### config.mk
export PLATFORM = sky130hd
export DESIGN_NAME = ysyx_23060180_mem_arbiter
export DESIGN_NICKNAME = d
export VERILOG_FILES = /design/src/rtl/ysyx_23060180_mem_arbiter.sv
export SDC_FILE = /design/constraint.sdc
export NUM_CORES = 1
export LEC_CHECK = 0
export ABC_CLOCK_PERIOD_IN_PS = 3500
export CAP_MARGIN = 20
export CELL_PAD_IN_SITES_DETAIL_PLACEMENT = 0
export CELL_PAD_IN_SITES_GLOBAL_PLACEMENT = 1
export CORE_UTILIZATION = 35
export DETAILED_ROUTE_END_ITERATION = 6
export GPL_TIMING_DRIVEN = 0
export PLACE_DENSITY = 0.86
export RECOVER_POWER = 50
export SLEW_MARGIN = 20
export SYNTH_ARGS = -nofsm -noshare
export SYNTH_HDL_FRONTEND = slang
export SYNTH_SLANG_ARGS = --single-unit
### constraint.sdc
create_clock -name clk -period 3.5 [get_ports clk]
set_input_delay 0.7 -clock clk [delete_from_list [all_inputs] [get_ports clk]]
set_output_delay 0.7 -clock clk [all_outputs]
set_load 0.03 [all_outputs]
### src/rtl/ysyx_23060180_mem_arbiter.sv
// Round-robin arbiter that shares one fixed-latency memory port between the IFU and the LSU.
// Optional transaction/conflict counters are added when ARB_STAT_EN is defined.
module ysyx_23060180_mem_arbiter #(
    parameter int unsigned MEM_LAT = 1,
    parameter int unsigned AW      = 32
) (
    input  logic          clk,
    input  logic          rstn_in,
    input  logic          ifu_req,
    input  logic [AW-1:0] ifu_addr,
    output logic          ifu_done,
    output logic [31:0]   ifu_rdata,
    input  logic          lsu_req,
    input  logic          lsu_wr,
    input  logic [AW-1:0] lsu_addr,
    input  logic [31:0]   lsu_wdata,
    input  logic [3:0]    lsu_wmask,
    output logic          lsu_done,
    output logic [31:0]   lsu_rdata,
    output logic          mem_rd,
    output logic          mem_wr,
    output logic [AW-1:0] mem_addr,
    output logic [31:0]   mem_wdata,
    output logic [3:0]    mem_wmask,
    input  logic [31:0]   mem_rdata
`ifdef ARB_STAT_EN
   ,output logic [31:0]   stat_ifu_cnt,
    output logic [31:0]   stat_lsu_cnt,
    output logic [31:0]   stat_conflict_cnt
`endif
);

    typedef enum logic [1:0] {S_IDLE, S_ISSUE, S_WAIT, S_DONE} state_t;

    localparam logic [3:0] LAT_INIT = 4'(MEM_LAT - 1);

    state_t     state;
    logic       owner_lsu;
    logic       last_lsu;
    logic       wr_q;
    logic [3:0] lat_cnt;
    logic       any_req;
    logic       pick_lsu;
    logic       pick_wr;

    // On a tie the requester that did not own the previous transaction wins.
    always_comb begin
        any_req  = ifu_req | lsu_req;
        pick_lsu = lsu_req & (~ifu_req | ~last_lsu);
        pick_wr  = pick_lsu & lsu_wr;
    end

    always_ff @(posedge clk or negedge rstn_in) begin
        if (!rstn_in) begin
            state     <= S_IDLE;
            owner_lsu <= 1'b0;
            last_lsu  <= 1'b1;
            wr_q      <= 1'b0;
            lat_cnt   <= '0;
            ifu_done  <= 1'b0;
            lsu_done  <= 1'b0;
            ifu_rdata <= '0;
            lsu_rdata <= '0;
            mem_rd    <= 1'b0;
            mem_wr    <= 1'b0;
            mem_addr  <= '0;
            mem_wdata <= '0;
            mem_wmask <= '0;
`ifdef ARB_STAT_EN
            stat_ifu_cnt      <= '0;
            stat_lsu_cnt      <= '0;
            stat_conflict_cnt <= '0;
`endif
        end else begin
            ifu_done <= 1'b0;
            lsu_done <= 1'b0;
            mem_rd   <= 1'b0;
            mem_wr   <= 1'b0;
            case (state)
                S_IDLE: begin
                    if (any_req) begin
                        // Strobes are registered here so they are high exactly during ISSUE.
                        owner_lsu <= pick_lsu;
                        wr_q      <= pick_wr;
                        mem_rd    <= ~pick_wr;
                        mem_wr    <= pick_wr;
                        mem_addr  <= pick_lsu ? lsu_addr  : ifu_addr;
                        mem_wdata <= pick_lsu ? lsu_wdata : '0;
                        mem_wmask <= pick_lsu ? lsu_wmask : '0;
                        state     <= S_ISSUE;
`ifdef ARB_STAT_EN
                        if (ifu_req && lsu_req)
                            stat_conflict_cnt <= stat_conflict_cnt + 32'd1;
`endif
                    end
                end
                S_ISSUE: begin
                    if (wr_q) begin
                        lsu_done <= 1'b1;
                        state    <= S_DONE;
                    end else begin
                        lat_cnt <= LAT_INIT;
                        state   <= S_WAIT;
                    end
                end
                S_WAIT: begin
                    if (lat_cnt != 4'd0) begin
                        lat_cnt <= lat_cnt - 4'd1;
                    end else begin
                        if (owner_lsu) begin
                            lsu_rdata <= mem_rdata;
                            lsu_done  <= 1'b1;
                        end else begin
                            ifu_rdata <= mem_rdata;
                            ifu_done  <= 1'b1;
                        end
                        state <= S_DONE;
                    end
                end
                S_DONE: begin
                    last_lsu <= owner_lsu;
                    state    <= S_IDLE;
`ifdef ARB_STAT_EN
                    if (owner_lsu)
                        stat_lsu_cnt <= stat_lsu_cnt + 32'd1;
                    else
                        stat_ifu_cnt <= stat_ifu_cnt + 32'd1;
`endif
                end
                default: state <= S_IDLE;
            endcase
        end
    end

endmodule

# Yosys cells after proc, flatten, opt, wreduce, memory -nomap -nowiden
# Cells that the tools add are included.
[word_totals]
input_bits = 137
mem_count = 0
mem_bits_rw = 0
mem_bits_ro = 0
elab_cells = 60
latch_bits = 0
register_bits = 145
[classes]
order_cmp = 0
shifts = 0
add_sub_neg = 1
muxes = 21
reduce_logical = 8
div = 0
n_bitwise = 9
n_mul = 0
n_eq_ne = 7
[ops]
columns = ["operator", "n"]
rows = [
  ["$mux 32", 2],
  ["$mux 4", 3],
  ["$mux 1", 11],
  ["$reduce_and 3->1", 3],
  ["$ne 2x2->1 const B", 4],
  ["$pmux 2 s4", 1],
  ["$pmux 4 s2", 1],
  ["$not 1->1", 5],
  ["$eq 2x2->1 const B", 2],
  ["$mux 2", 2],
  ["$reduce_and 2->1", 2],
  ["$reduce_bool 4->1", 1],
  ["$sub 4x1->4 const B", 1],
  ["$and 1x1->1", 2],
  ["$eq 2x1->1 const B", 1],
  ["$logic_not 2->1", 1],
  ["$or 1x1->1", 2],
  ["$pmux 1 s2", 1],
  ["$reduce_bool 2->1", 1],
]

# Depth between registers and ports, before layout
# Gate-level depths: netlist of the first run.
[depth]
ltp_word = 7
depth_mapped = 7
mapped_depth_nobuf = 5

# Least setup slack after synthesis of the first run
# OpenSTA, ideal clock, no wires.
[synth_path]
path_kind = "register to register"
startpoint = "reg lat_cnt[0]"
endpoint = "reg ifu_rdata[10]"
required_ns = 3.375
setup_time_ns = 0.125
arrival_ns = 1.633
path_buffers = 2
setup_slack_ns = 1.741
stages_incl_launch_ff = 8
cell_sequence = "dfrtp_1 > inv_1 > ha_1 > and4bb_4 > and2b_1 > buf_6 > buf_8 > mux2_4"
[synth_between]
elab_chain_cells = 3
[synth_lines]
columns = ["element", "line", "source"]
rows = [
  ["start: declaration", "41", "logic [3:0] lat_cnt;"],
  ["start signal: assignment", "108", "lat_cnt <= lat_cnt - 4'd1;"],
  ["$reduce_bool 4->1", "107", "if (lat_cnt != 4'd0) begin"],
  ["$not 1->1 (no source line)", "--", ""],
  ["$reduce_and 3->1 (no source line)", "--", ""],
  ["end signal: assignment", "114", "ifu_rdata <= mem_rdata;"],
  ["end: declaration", "12", "output logic [31:0] ifu_rdata,"],
]
# Every way passes these cells.
# A chain may end at the register's enable or synchronous reset.

# Worst setup path in the final report of the first run
[layout_path]
startpoint = "reg lat_cnt[0]"
endpoint = "reg ifu_rdata[8]"
# Same word-level chain as after synthesis.

==> impl_results.md, run 1 <==
- Setup TNS: 0 ns
- Slew @ Worst Pin: 0.8420 ns
- Synth top area share: 0.6030
- Critical Path RT: 3.79 ns
- Count leader, synth: dfrtp_1
- Pleak: 4.090 nW
- Diodes inserted: 0
- Worst r2r src: lat_cnt[0]$_DFFE_PN0P_
- Via density: 4.833
- DR pass1 iterations: 6
- Commonest register cell after synthesis: dfrtp_1
- Ys async rst share: 1.000
- Max cap viols: 0
- Slowest cell on crit path: clkbuf_1
- Synth area leader: dfrtp_1
- Final-stage net count: 861
- Crit path capture type: flop
- Slew Limit Fails: 0
- Antenna violations before repair: 1
- #FFs+latches synth: 145
- Seq. cell area: 0.003630 mm²
- PortBufs: 272
- CTS Hold Bufs: 0
- Crit-path most repeated cell: clkbuf_1
- Root buffer cell: clkbuf_16
- Cell area power density: 990.8 mW/mm²
- Area contributors post-synth: dfrtp_1 60%, mux2_4 7.3%, mux2_1 6.8%, mux2i_1 5.5%, a22o_1 5.4%
- Period minus WS final: 2.617 ns
- Finished Cell Area: 0.009472 mm²
- Worst Setup EP: ifu_rdata[8]$_DFFE_PN0P_
- Buffer depth of the longest clock path: 2
- Die X: 132.7 µm
- Seq/Total Area, Yosys: 0.6074
- Final-report setup violation count: 0
- Post-CTS Setup Bufs: 0
- Layout area overhead: 58.50%
- WL final: 16.96 mm
- # rows: 47
- Hold WS: 0.1981 ns
- Placed Area: 0.009006 mm²
- Min-delay worst type: in2async
- Worst-path clk slew: 0.06 ns
- Mean Syn Cell Area: 13.99 µm²
- Synthesized area: 0.005976 mm²
- Slew HR: 0.4386
- CTS resizes: 0
- Post-synth EDFFs: 0
- Routed len/inst: 17.81 µm
- CP Max Fanout: 10
- Antenna-violating nets left: 0
- Total GRT Usage: 0.2012
- Clock skew: 0.01274 ns
- Starting Density: 0.3591
- Syn_nets: 569
- Arrival @ worst endpoint: 2.91 ns
- Clock Sinks: 145
- Footprint of the multi-input gates: 0.002068 mm²
- Clock tree from TritonCTS: yes
- CP peak stage delay: 0.68 ns
- Drt drc: 0
- Total core area: 0.01664 mm²
- Synth warn: 0
- Worst-Skew Late Latency: 0.42 ns
- Worst R2R End: ifu_rdata[8]$_DFFE_PN0P_
- DIE HEIGHT: 132.7 µm
- Final hold vios: 0
- # IOs: 273
- First-pass GRT wire length: 26.62 mm
- Highest achievable clock rate: 382.1 MHz
- Pin count of the biggest net entering global routing: 90
- Outcome: completed
- Max VDD drop: 527.0 µV
- Vias in the first global route: 4,798
- Synth Instances: 427
- RePlAce Congestion: 0.8521
- Initial DRC count: 126
- Hpwl dp: 12.94 mm
- Post-synth top cells: 144 x dfrtp_1, 37 x a22o_1, 37 x o21ai_0
- Fraction of layout cells with a size suffix above 1: 0.08607
- Worst Path Class, Setup: reg2reg
- Total CTS buffers: 17
- Vias after detailed routing: 4,601
- Worst reg-to-reg setup slack: 0.88 ns
- Period utilization: 0.7477
- Post-synth cell types: 42
- Setup crit start: lat_cnt[0]$_DFFE_PN0P_
- Worst r2r path cells: 7
- CP Launch Type: flop
- CTS H-Tree Depth: 4
- CP cell instances: inv_1, ha_1, and4bb_4, and2b_1, clkbuf_1, clkbuf_1, mux2_4
- Filler Cells Inserted: 1,335
- Die area: 0.01760 mm²
- RSZ-0062 raised after global routing: no
- GRT Residual Overflow: 0
final cells by class:
type                            instances  area share
Clock buffer                           20     0.04927
Sequential cell                       145      0.3832
Multi-Input combinational cell        247      0.2184
Buffer                                 29     0.01413
Tap cell                              220     0.02906
Timing Repair Buffer                  273      0.2909
Clock inverter                         12     0.01268
Inverter                                6    0.002378
placed cells by master, fill, tap and decap left out, types with 2 or more instances in the layout:
master / Yosys / routed
a22o_1: 37 / 37
a21oi_1: 4 / 4
clkbuf_1: 4 / 14
nand2_1: 33 / 34
ha_1: 5 / 5
dfrtp_1: 144 / 144
clkbuf_16: 0 / 17
mux2_1: 36 / 54
nor2_1: 3 / 3
nor3_1: 2 / 2
o21ai_0: 37 / 37
nor3b_1: 2 / 2
mux2_4: 29 / 11
inv_1: 6 / 6
clkbuf_8: 0 / 3
inv_6: 0 / 5
a21o_1: 2 / 2
clkinv_4: 0 / 2
or4b_1: 2 / 2
buf_2: 20 / 14
mux2i_1: 33 / 33
clkinv_2: 0 / 2
clkdlybuf4s50_1: 0 / 270
per-layer routing:
| metal | wire [µm] | up-vias | GRT usage |
|---|---|---|---|
| met5 | 17 | - | 0 |
| met4 | 270 | 2 | 0.06960 |
| met3 | 1399 | 21 | 0.06743 |
| met2 | 8301 | 215 | 0.3365 |
| met1 | 6971 | 2242 | 0.2425 |
| li1 | - | 2121 | - |
flip-flops by register name (all words and copies together), names as in the netlist, 2 cells and up:
name / count
mem_addr: 32
mem_wmask: 4
lat_cnt: 4
ifu_rdata: 32
state: 2
lsu_rdata: 32
mem_wdata: 32
critical path: cells and delay by family (launching register included):
kind	cells	cell delay, ns
fa+ha+maj	1	0.27
buf+inv	3	1.05
flops	1	0.42
mux	1	0.36
simple gates	2	0.40
how the worst min path moves through the flow:
stage | from | endpoint | slack (ns) | cells past startpoint
finish | rstn_in | lsu_rdata[16]$_DFFE_PN0P_ | 0.20 | 1
global route | rstn_in | lsu_rdata[16]$_DFFE_PN0P_ | 0.22 | 1
CTS | rstn_in | lsu_rdata[16]$_DFFE_PN0P_ | 0.21 | 1
detailed placement | mem_addr[17]$_DFFE_PN0P_ | mem_addr[17]$_DFFE_PN0P_ | 0.47 | 2
global placement | mem_addr[8]$_DFFE_PN0P_ | mem_addr[8]$_DFFE_PN0P_ | 0.46 | 2
floorplan | rstn_in | ifu_done$_DFF_PN0_ | 0.40 | 0
stage by stage:
stage | setup WS, ns | util | std cells | total power, mW
after floorplan | 1.741 | - | 427 | 5.696
after global placement | -3.816 | 0.5392 | 919 | 7.741
after detailed placement | 0.8398 | 0.5412 | 920 | 7.861
after CTS | 1.265 | 0.5764 | 952 | 9.695
after global routing | 0.6563 | 0.5691 | 952 | 9.866
final | 0.8831 | 0.5691 | 952 | 9.384
power by group:
group | internal, mW | switching [mW] | total [mW]
clock network | 1.05 | 0.729 | 1.78
logic | 2.08 | 2.64 | 4.72
registers | 2.45 | 0.441 | 2.89
cells by family (layout without fill, tap and decap cells):
group	Yosys count	count (layout)	synth area share
DFF	145	145	0.6074
muxes	99	99	0.1979
AOI/OAI and AO/OA	88	88	0.1022
and+or+nand+nor	55	55	0.04774
buffers and inverters	35	340	0.03434
adders and majority gates	5	5	0.01047
Power figures use the tool's default switching activity.
==> inputs of run 2 (changes only) <==
--- a/config.mk
+++ b/config.mk
@@ -5,14 +5,14 @@
 export SDC_FILE = /design/constraint.sdc
 export NUM_CORES = 1
 export LEC_CHECK = 0
-export ABC_CLOCK_PERIOD_IN_PS = 3500
+export ABC_CLOCK_PERIOD_IN_PS = 2700
 export CAP_MARGIN = 20
 export CELL_PAD_IN_SITES_DETAIL_PLACEMENT = 0
 export CELL_PAD_IN_SITES_GLOBAL_PLACEMENT = 1
-export CORE_UTILIZATION = 35
+export CORE_UTILIZATION = 32
 export DETAILED_ROUTE_END_ITERATION = 6
 export GPL_TIMING_DRIVEN = 0
-export PLACE_DENSITY = 0.86
+export PLACE_DENSITY = 0.8
 export RECOVER_POWER = 50
 export SLEW_MARGIN = 20
 export SYNTH_ARGS = -nofsm -noshare
==> constraint.sdc (replaced) <==
create_clock -name clk -period 2.7 [get_ports clk]
set_input_delay 0.54 -clock clk [delete_from_list [all_inputs] [get_ports clk]]
set_output_delay 0.54 -clock clk [all_outputs]
set_load 0.03 [all_outputs]
==> run 2 against run 1 <==
The flow now finishes with violations (DRC); non-clock buffer count grew 1; clock skew down 0.0014 ns; die area up 9.2%.
==> impl_results.md, run 2 (same netlist as run 1, synthesis figures left out) <==
- Outcome: finished, violations left
- Failing checks: DRC
- Critical Path RT: 3.00 ns (-0.79 ns)
- GRT Residual Overflow: 0 (unchanged)
- Commonest non-fill, non-tap cells in the layout: 249 x clkdlybuf4s50_1, 144 x dfrtp_1, 37 x o21ai_0, 37 x a22o_1, 36 x mux2_1
- Worst Path Class, Setup: reg2reg
- Pre-CTS setup slack: 0.1861 ns (-0.6537 ns)
- Slew Limit Fails: 0 (unchanged)
- CTS resizes: 0 (unchanged)
- Final hold vios: 0 (unchanged)
- DR pass1 iterations: 7 (+1)
- Worst-Skew Late Latency: 0.42 ns (about the same)
- Pin count of the biggest net entering global routing: 103 (+14%)
- Fraction of layout cells with a size suffix above 1: 0.1148 (+0.02869)
- WL final: 16.48 mm (-2.8%)
- Clock tree from TritonCTS: yes
- Slowest cell on crit path: clkbuf_1
- Routed len/inst: 17.15 µm (-3.7%)
- Root buffer cell: clkbuf_16
- Die X: 138.7 µm (+4.5%)
- Crit path capture type: flop
- Initial DRC count: 162 (+29%)
- Starting Density: 0.3293 (-0.02978)
- Layout Utilization: 0.5292 (-0.03997)
- First-pass GRT wire length: 26.38 mm (-0.91%)
- Total CTS buffers: 17 (unchanged)
- Arrival @ worst endpoint: 2.56 ns (-0.35 ns)
- Min-delay worst type: reg2reg
- Total GRT Usage: 0.1769 (-0.02435)
- Clock Sinks: 145 (unchanged)
- Diodes inserted: 0 (unchanged)
- RePlAce Congestion: 0.7711 (-9.5%)
- Max cap viols: 0 (unchanged)
- Finished Cell Area: 0.009603 mm² (+1.4%)
- RSZ-0062 raised after global routing: no
- Antenna violations before repair: 0 (-1)
- Commonest non-fill, non-tap cell in the layout: clkdlybuf4s50_1
- CP Max Fanout: 10 (unchanged)
- Worst-path clk slew: 0.06 ns (about the same)
- Period utilization: 0.8397 (+0.09201)
- Vias after detailed routing: 4,551 (-1.1%)
- PortBufs: 272 (unchanged)
- Via density: 4.736 (-2.0%)
- CP Launch Type: flop
- Hold WS: 0.4755 ns (+0.2774 ns)
- Total core area: 0.01815 mm² (+9.0%)
- Period minus WS final: 2.267 ns (-0.3497 ns)
- # rows: 49 (+4.3%)
- Drt drc: 22 (+22)
- Final-stage net count: 862 (+0.12%)
- Hpwl dp: 12.41 mm (-4.1%)
- Worst r2r path cells: 6 (-1)
- Highest achievable clock rate: 441.1 MHz (+15%)
- CP cell instances: inv_1, ha_1, and4bb_4, nand2_1, clkbuf_1, mux2_1
- Buffer depth of the longest clock path: 2 (unchanged)
- DIE HEIGHT: 138.7 µm (+4.5%)
- Filler Cells Inserted: 1,537 (+15%)
- Pleak: 4.185 nW (+2.3%)
- Antenna-violating nets left: 0 (unchanged)
- Placed Area: 0.009017 mm² (+0.13%)
- # IOs: 273 (unchanged)
- Setup WS post-layout: 0.4328 ns (-0.4503 ns)
- Post-CTS Setup Bufs: 0 (unchanged)
- Cell area power density: 1287 mW/mm² (+30%)
- Final-report setup violation count: 0 (unchanged)
- CTS H-Tree Depth: 4 (unchanged)
- Die area: 0.01923 mm² (+9.2%)
- Slew @ Worst Pin: 1.122 ns (+0.2802 ns)
- Vias in the first global route: 4,798 (unchanged)
- Max VDD drop: 568.6 µV (+7.9%)
- Layout area overhead: 60.70%
- Clock skew: 0.01134 ns (-0.001395 ns)
- CTS Hold Bufs: 1 (+1)
- Slew HR: 0.2518 (-0.1868)
- Hold Path Stages: 2
- CP peak stage delay: 0.55 ns (-0.13 ns)
==> run 2: cell count changes in the layout (fill, tap and decap cells not counted), sizes merged <==
cell,previous run,this run
inv,12,10
clkinvlp,1,3
dlygate4sd3,1,23
clkbuf,34,28
clkdlybuf4s50,270,249
bufinv,1,3
buf,17,20
==> run 2: final timing paths <==
| kind | startpoint | endpoint | slack (ns) |
|---|---|---|---|
| max in group asynchronous | rstn_in | mem_addr[16]$_DFFE_PN0P_ | 0.76 |
| max reg2reg | lat_cnt[0]$_DFFE_PN0P_ | lsu_rdata[10]$_DFFE_PN0P_ | 0.43 |
| min reg2reg | mem_addr[19]$_DFFE_PN0P_ | mem_addr[19]$_DFFE_PN0P_ | 0.48 |
| min in group asynchronous | rstn_in | ifu_rdata[3]$_DFFE_PN0P_ | 0.88 |
| max | lat_cnt[0]$_DFFE_PN0P_ | lsu_rdata[10]$_DFFE_PN0P_ | 0.43 |
| min | mem_addr[19]$_DFFE_PN0P_ | mem_addr[19]$_DFFE_PN0P_ | 0.48 |
==> run 2: cell type report <==
cell class                 count  area (µm²)  share of cell area
multi-input combinational    247        2136              0.2224
clock inverter                14       178.9             0.01863
inverter                       6       22.52            0.002345
clock buffer                  17       425.4             0.04430
sequential                   145        3630              0.3780
buffer                        29       168.9             0.01759
tap                          229       286.5             0.02984
timing repair buffer         274        2755              0.2869
==> run 2: per-layer routing <==
layer,track usage,vias to the layer above,part of all wire
li1,-,2114,-
met1,0.2137,2209,0.41
met2,0.2958,216,0.49
met3,0.06975,12,0.092
met4,0.04327,0,0.0096
met5,0,-,0
==> run 2: through the flow <==
step           power [mW]  std cells  setup TNS (ns)
6_report            12.36        961               0
5_1_grt             13.01        961               0
4_1_cts             12.60        961               0
3_5_place_dp        10.12        929               0
3_3_place_gp        10.00        928         -659.61
2_1_floorplan       7.384        427               0
==> run 2: critical path: cells and delay by family, from the launching register on <==
family / cells / cell delay [ns]
flip-flops: 1 / 0.42
buffers and inverters: 2 / 0.61
adder cells (fa/ha/maj): 1 / 0.29
AND/OR/NAND/NOR: 2 / 0.42
multiplexers: 1 / 0.40
==> run 2: power by group <==
group	internal (mW)	switching, mW	leakage (nW)
sequential	3.17	0.540	1.78
combinational	2.83	3.42	2.12
clock	1.46	0.940	0.287
==> inputs of run 3 (changes only) <==
--- a/config.mk
+++ b/config.mk
@@ -5,14 +5,14 @@
 export SDC_FILE = /design/constraint.sdc
 export NUM_CORES = 1
 export LEC_CHECK = 0
-export ABC_CLOCK_PERIOD_IN_PS = 2700
+export ABC_CLOCK_PERIOD_IN_PS = 2029
 export CAP_MARGIN = 20
 export CELL_PAD_IN_SITES_DETAIL_PLACEMENT = 0
 export CELL_PAD_IN_SITES_GLOBAL_PLACEMENT = 1
-export CORE_UTILIZATION = 32
+export CORE_UTILIZATION = 29
 export DETAILED_ROUTE_END_ITERATION = 6
 export GPL_TIMING_DRIVEN = 0
-export PLACE_DENSITY = 0.8
+export PLACE_DENSITY = 0.77
 export RECOVER_POWER = 50
 export SLEW_MARGIN = 20
 export SYNTH_ARGS = -nofsm -noshare
==> constraint.sdc (replaced) <==
create_clock -name clk -period 2.03 [get_ports clk]
set_input_delay 0.406 -clock clk [delete_from_list [all_inputs] [get_ports clk]]
set_output_delay 0.406 -clock clk [all_outputs]
set_load 0.03 [all_outputs]
==> run 3 against run 2 <==
The flow now finishes without violations; critical endpoint is now mem_wdata[5]; total power rose by 34%; largest power group unchanged; sequential power is 34% higher; clock skew fell by 0.0036 ns; via count is the same; routed wire length is 5.5% higher; register-to-register slack worse by 0.32 ns; sequential share of layout area fell by 0.27 points; flip-flop and latch count is the same.
==> impl_results.md, run 3 (same netlist as run 1, synthesis figures left out) <==
- Via density: 4.537 (-4.2%)
- Buffer depth of the longest clock path: 2 (unchanged)
- Vias in the first global route: 4,836 (+0.79%)
- CP Launch Type: flop
- Clock skew: 0.007791 ns (-0.003550 ns)
- Antenna violations before repair: 0 (unchanged)
- Highest achievable clock rate: 516.5 MHz
- Arrival @ worst endpoint: 1.53 ns (-1.03 ns)
- Clock tree from TritonCTS: yes
- Critical Path RT: 1.62 ns (-1.38 ns)
- NetSw: 6.667 mW (+36%)
- Worst-Skew Late Latency: 0.42 ns (about the same)
- Clk network pwr share: 0.192 (-0.002)
- Int Power: 9.878 mW (+32%)
- Antenna-violating nets left: 0 (unchanged)
- Delay-heaviest family, CP: buffers and inverters
- Die area: 0.02118 mm² (+10%)
- Total GRT Usage: 0.1693 (-0.007587)
- Slew HR: 0.3131 (+0.06133)
- Fraction of layout cells with a size suffix above 1: 0.1296 (+0.01485)
- Routed len/inst: 17.33 µm (+1.1%)
- Min-delay worst type: reg2reg
- Filler Cells Inserted: 1,794 (+17%)
- Layout area overhead: 61.85%
- DIE HEIGHT: 145.5 µm (+5.0%)
- Starting Density: 0.2953 (-0.03396)
- Slew Limit Fails: 0 (unchanged)
- Commonest non-fill, non-tap cell in the layout: clkdlybuf4s50_1
- RePlAce Congestion: 0.8346 (+8.2%)
- Post-CTS Setup Bufs: 0 (unchanged)
- First-pass GRT wire length: 27.40 mm (+3.9%)
- Commonest non-fill, non-tap cells in the layout: 255 x clkdlybuf4s50_1, 144 x dfrtp_1, 37 x a22o_1
- Max cap viols: 0 (unchanged)
- Vias after detailed routing: 4,551 (unchanged)
- Combinational power share: 0.508 (+0.003)
- Root buffer cell: clkbuf_16
- Crit path capture type: output pin
- WL final: 17.38 mm (+5.5%)
- # rows: 52 (+6.1%)
- CP cell instances: clkdlybuf4s50_1
- Cell area power density: 1711 mW/mm² (+33%)
- Slew @ Worst Pin: 1.030 ns (-0.09199 ns)
- Outcome: completed
- Pin count of the biggest net entering global routing: 75 (-27%)
- Pleak: 4.209 nW (+0.57%)
- Overall Power: 16.55 mW (+34%)
- Drt drc: 0 (-100%)
- Layout Utilization: 0.4780 (-0.05118)
- Hpwl dp: 13.20 mm (+6.4%)
- Post-route insts no fill: 1,003 (+4.4%)
- Die X: 145.5 µm (+5.0%)
- PortBufs: 272 (unchanged)
- # IOs: 273 (unchanged)
- CP Max Fanout: 2 (-8)
- Period utilization: 0.9537
- CP peak stage delay: 0.70 ns (+0.15 ns)
- Worst-path clk slew: 0.06 ns (about the same)
- Clock Sinks: 145 (unchanged)
- Max VDD drop: 611.9 µV (+7.6%)
- Total core area: 0.02023 mm² (+12%)
- Slowest cell on crit path: clkdlybuf4s50_1
- Seq pwr share: 0.301 (about the same)
- Final hold vios: 0 (unchanged)
- Final-stage net count: 862 (unchanged)
- Diodes inserted: 0 (unchanged)
- CTS H-Tree Depth: 4 (unchanged)
- Final-report setup violation count: 0 (unchanged)
- Total CTS buffers: 17 (unchanged)
- Setup TNS: 0 ns (unchanged)
- GRT Residual Overflow: 0 (unchanged)
- Worst Path Class, Setup: reg2out
- Placed insts: 970 (+4.4%)
- RSZ-0062 raised after global routing: no
- DR pass1 iterations: 4 (-3)
- Critical path buffers and inverters: 1 (-1)
- Initial DRC count: 102 (-37%)
- Worst reg-to-reg setup slack: 0.11 ns (-0.32 ns)
- Period minus WS final: 1.936 ns
- Sw Share: 0.4030 (+0.006902)
[run 3: changes by cell type in the layout (fill, tap and decap cells not counted), sizes merged]
cell,before,now
buf,20,22
bufinv,3,2
clkbuf,28,26
clkdlybuf4s50,249,255
clkinvlp,3,1
dlygate4sd3,23,17
inv,10,14
[run 3: power groups by stage]
stage	Combinational, mW	Clock (mW)	Sequential [mW]
global placement	8.40	0	4.96
floorplan	2.42	0	7.40
CTS	8.57	3.28	5.00
finish	8.40	3.17	4.97
global route	8.86	3.40	5.14
detailed placement	8.55	0	5.02
[run 3: cell type report]
cell class | count | area [µm²] | area share
Buffer | 29 | 183.9 | 0.01902
Clock buffer | 17 | 425.4 | 0.04398
Clock inverter | 15 | 170.2 | 0.01759
Inverter | 6 | 22.52 | 0.002329
Multi-Input combinational cell | 247 | 2145 | 0.2217
Sequential cell | 145 | 3630 | 0.3753
Tap cell | 270 | 337.8 | 0.03493
Timing Repair Buffer | 274 | 2758 | 0.2851
[run 3: path summary, 6_finish.rpt]
path | end | cells past startpoint | from
worst max-delay path | mem_wdata[5] | 1 | mem_wdata[5]$_DFFE_PN0P_
worst min register to register | mem_addr[20]$_DFFE_PN0P_ | 2 | mem_addr[20]$_DFFE_PN0P_
max in group asynchronous | last_lsu$_DFFE_PN1N_ | 3 | rstn_in
worst min-delay path | mem_addr[20]$_DFFE_PN0P_ | 2 | mem_addr[20]$_DFFE_PN0P_
worst max register to register | ifu_rdata[6]$_DFFE_PN0P_ | 7 | lat_cnt[0]$_DFFE_PN0P_
min in group asynchronous | ifu_rdata[7]$_DFFE_PN0P_ | 2 | rstn_in
[run 3: what timing repair did]
item / 4_1_cts / 5_1_grt
hold buffers: 1 / 0
endpoints found under the setup margin: 68 / 52
hold endpoints to repair: 73 / 0
gates resized for setup: 3 / 2
[run 3: metrics by stage]
stage	setup slack, ns	area (µm²)	hold WS, ns
after floorplan	0.2714	5976	0.1104
after global placement	-5.174	9036	0.4636
after detailed placement	-0.7138	9069	0.4122
after CTS	0.007527	9678	0.4845
after global routing	0.01167	9672	0.5026
final	0.09398	9672	0.4719
[run 3: per-layer routing]
metal	routed length [µm]	global-route usage
met3	1263	0.05611
met5	0	0
met4	242	0.06211
met2	8415	0.2827
met1	7462	0.2032
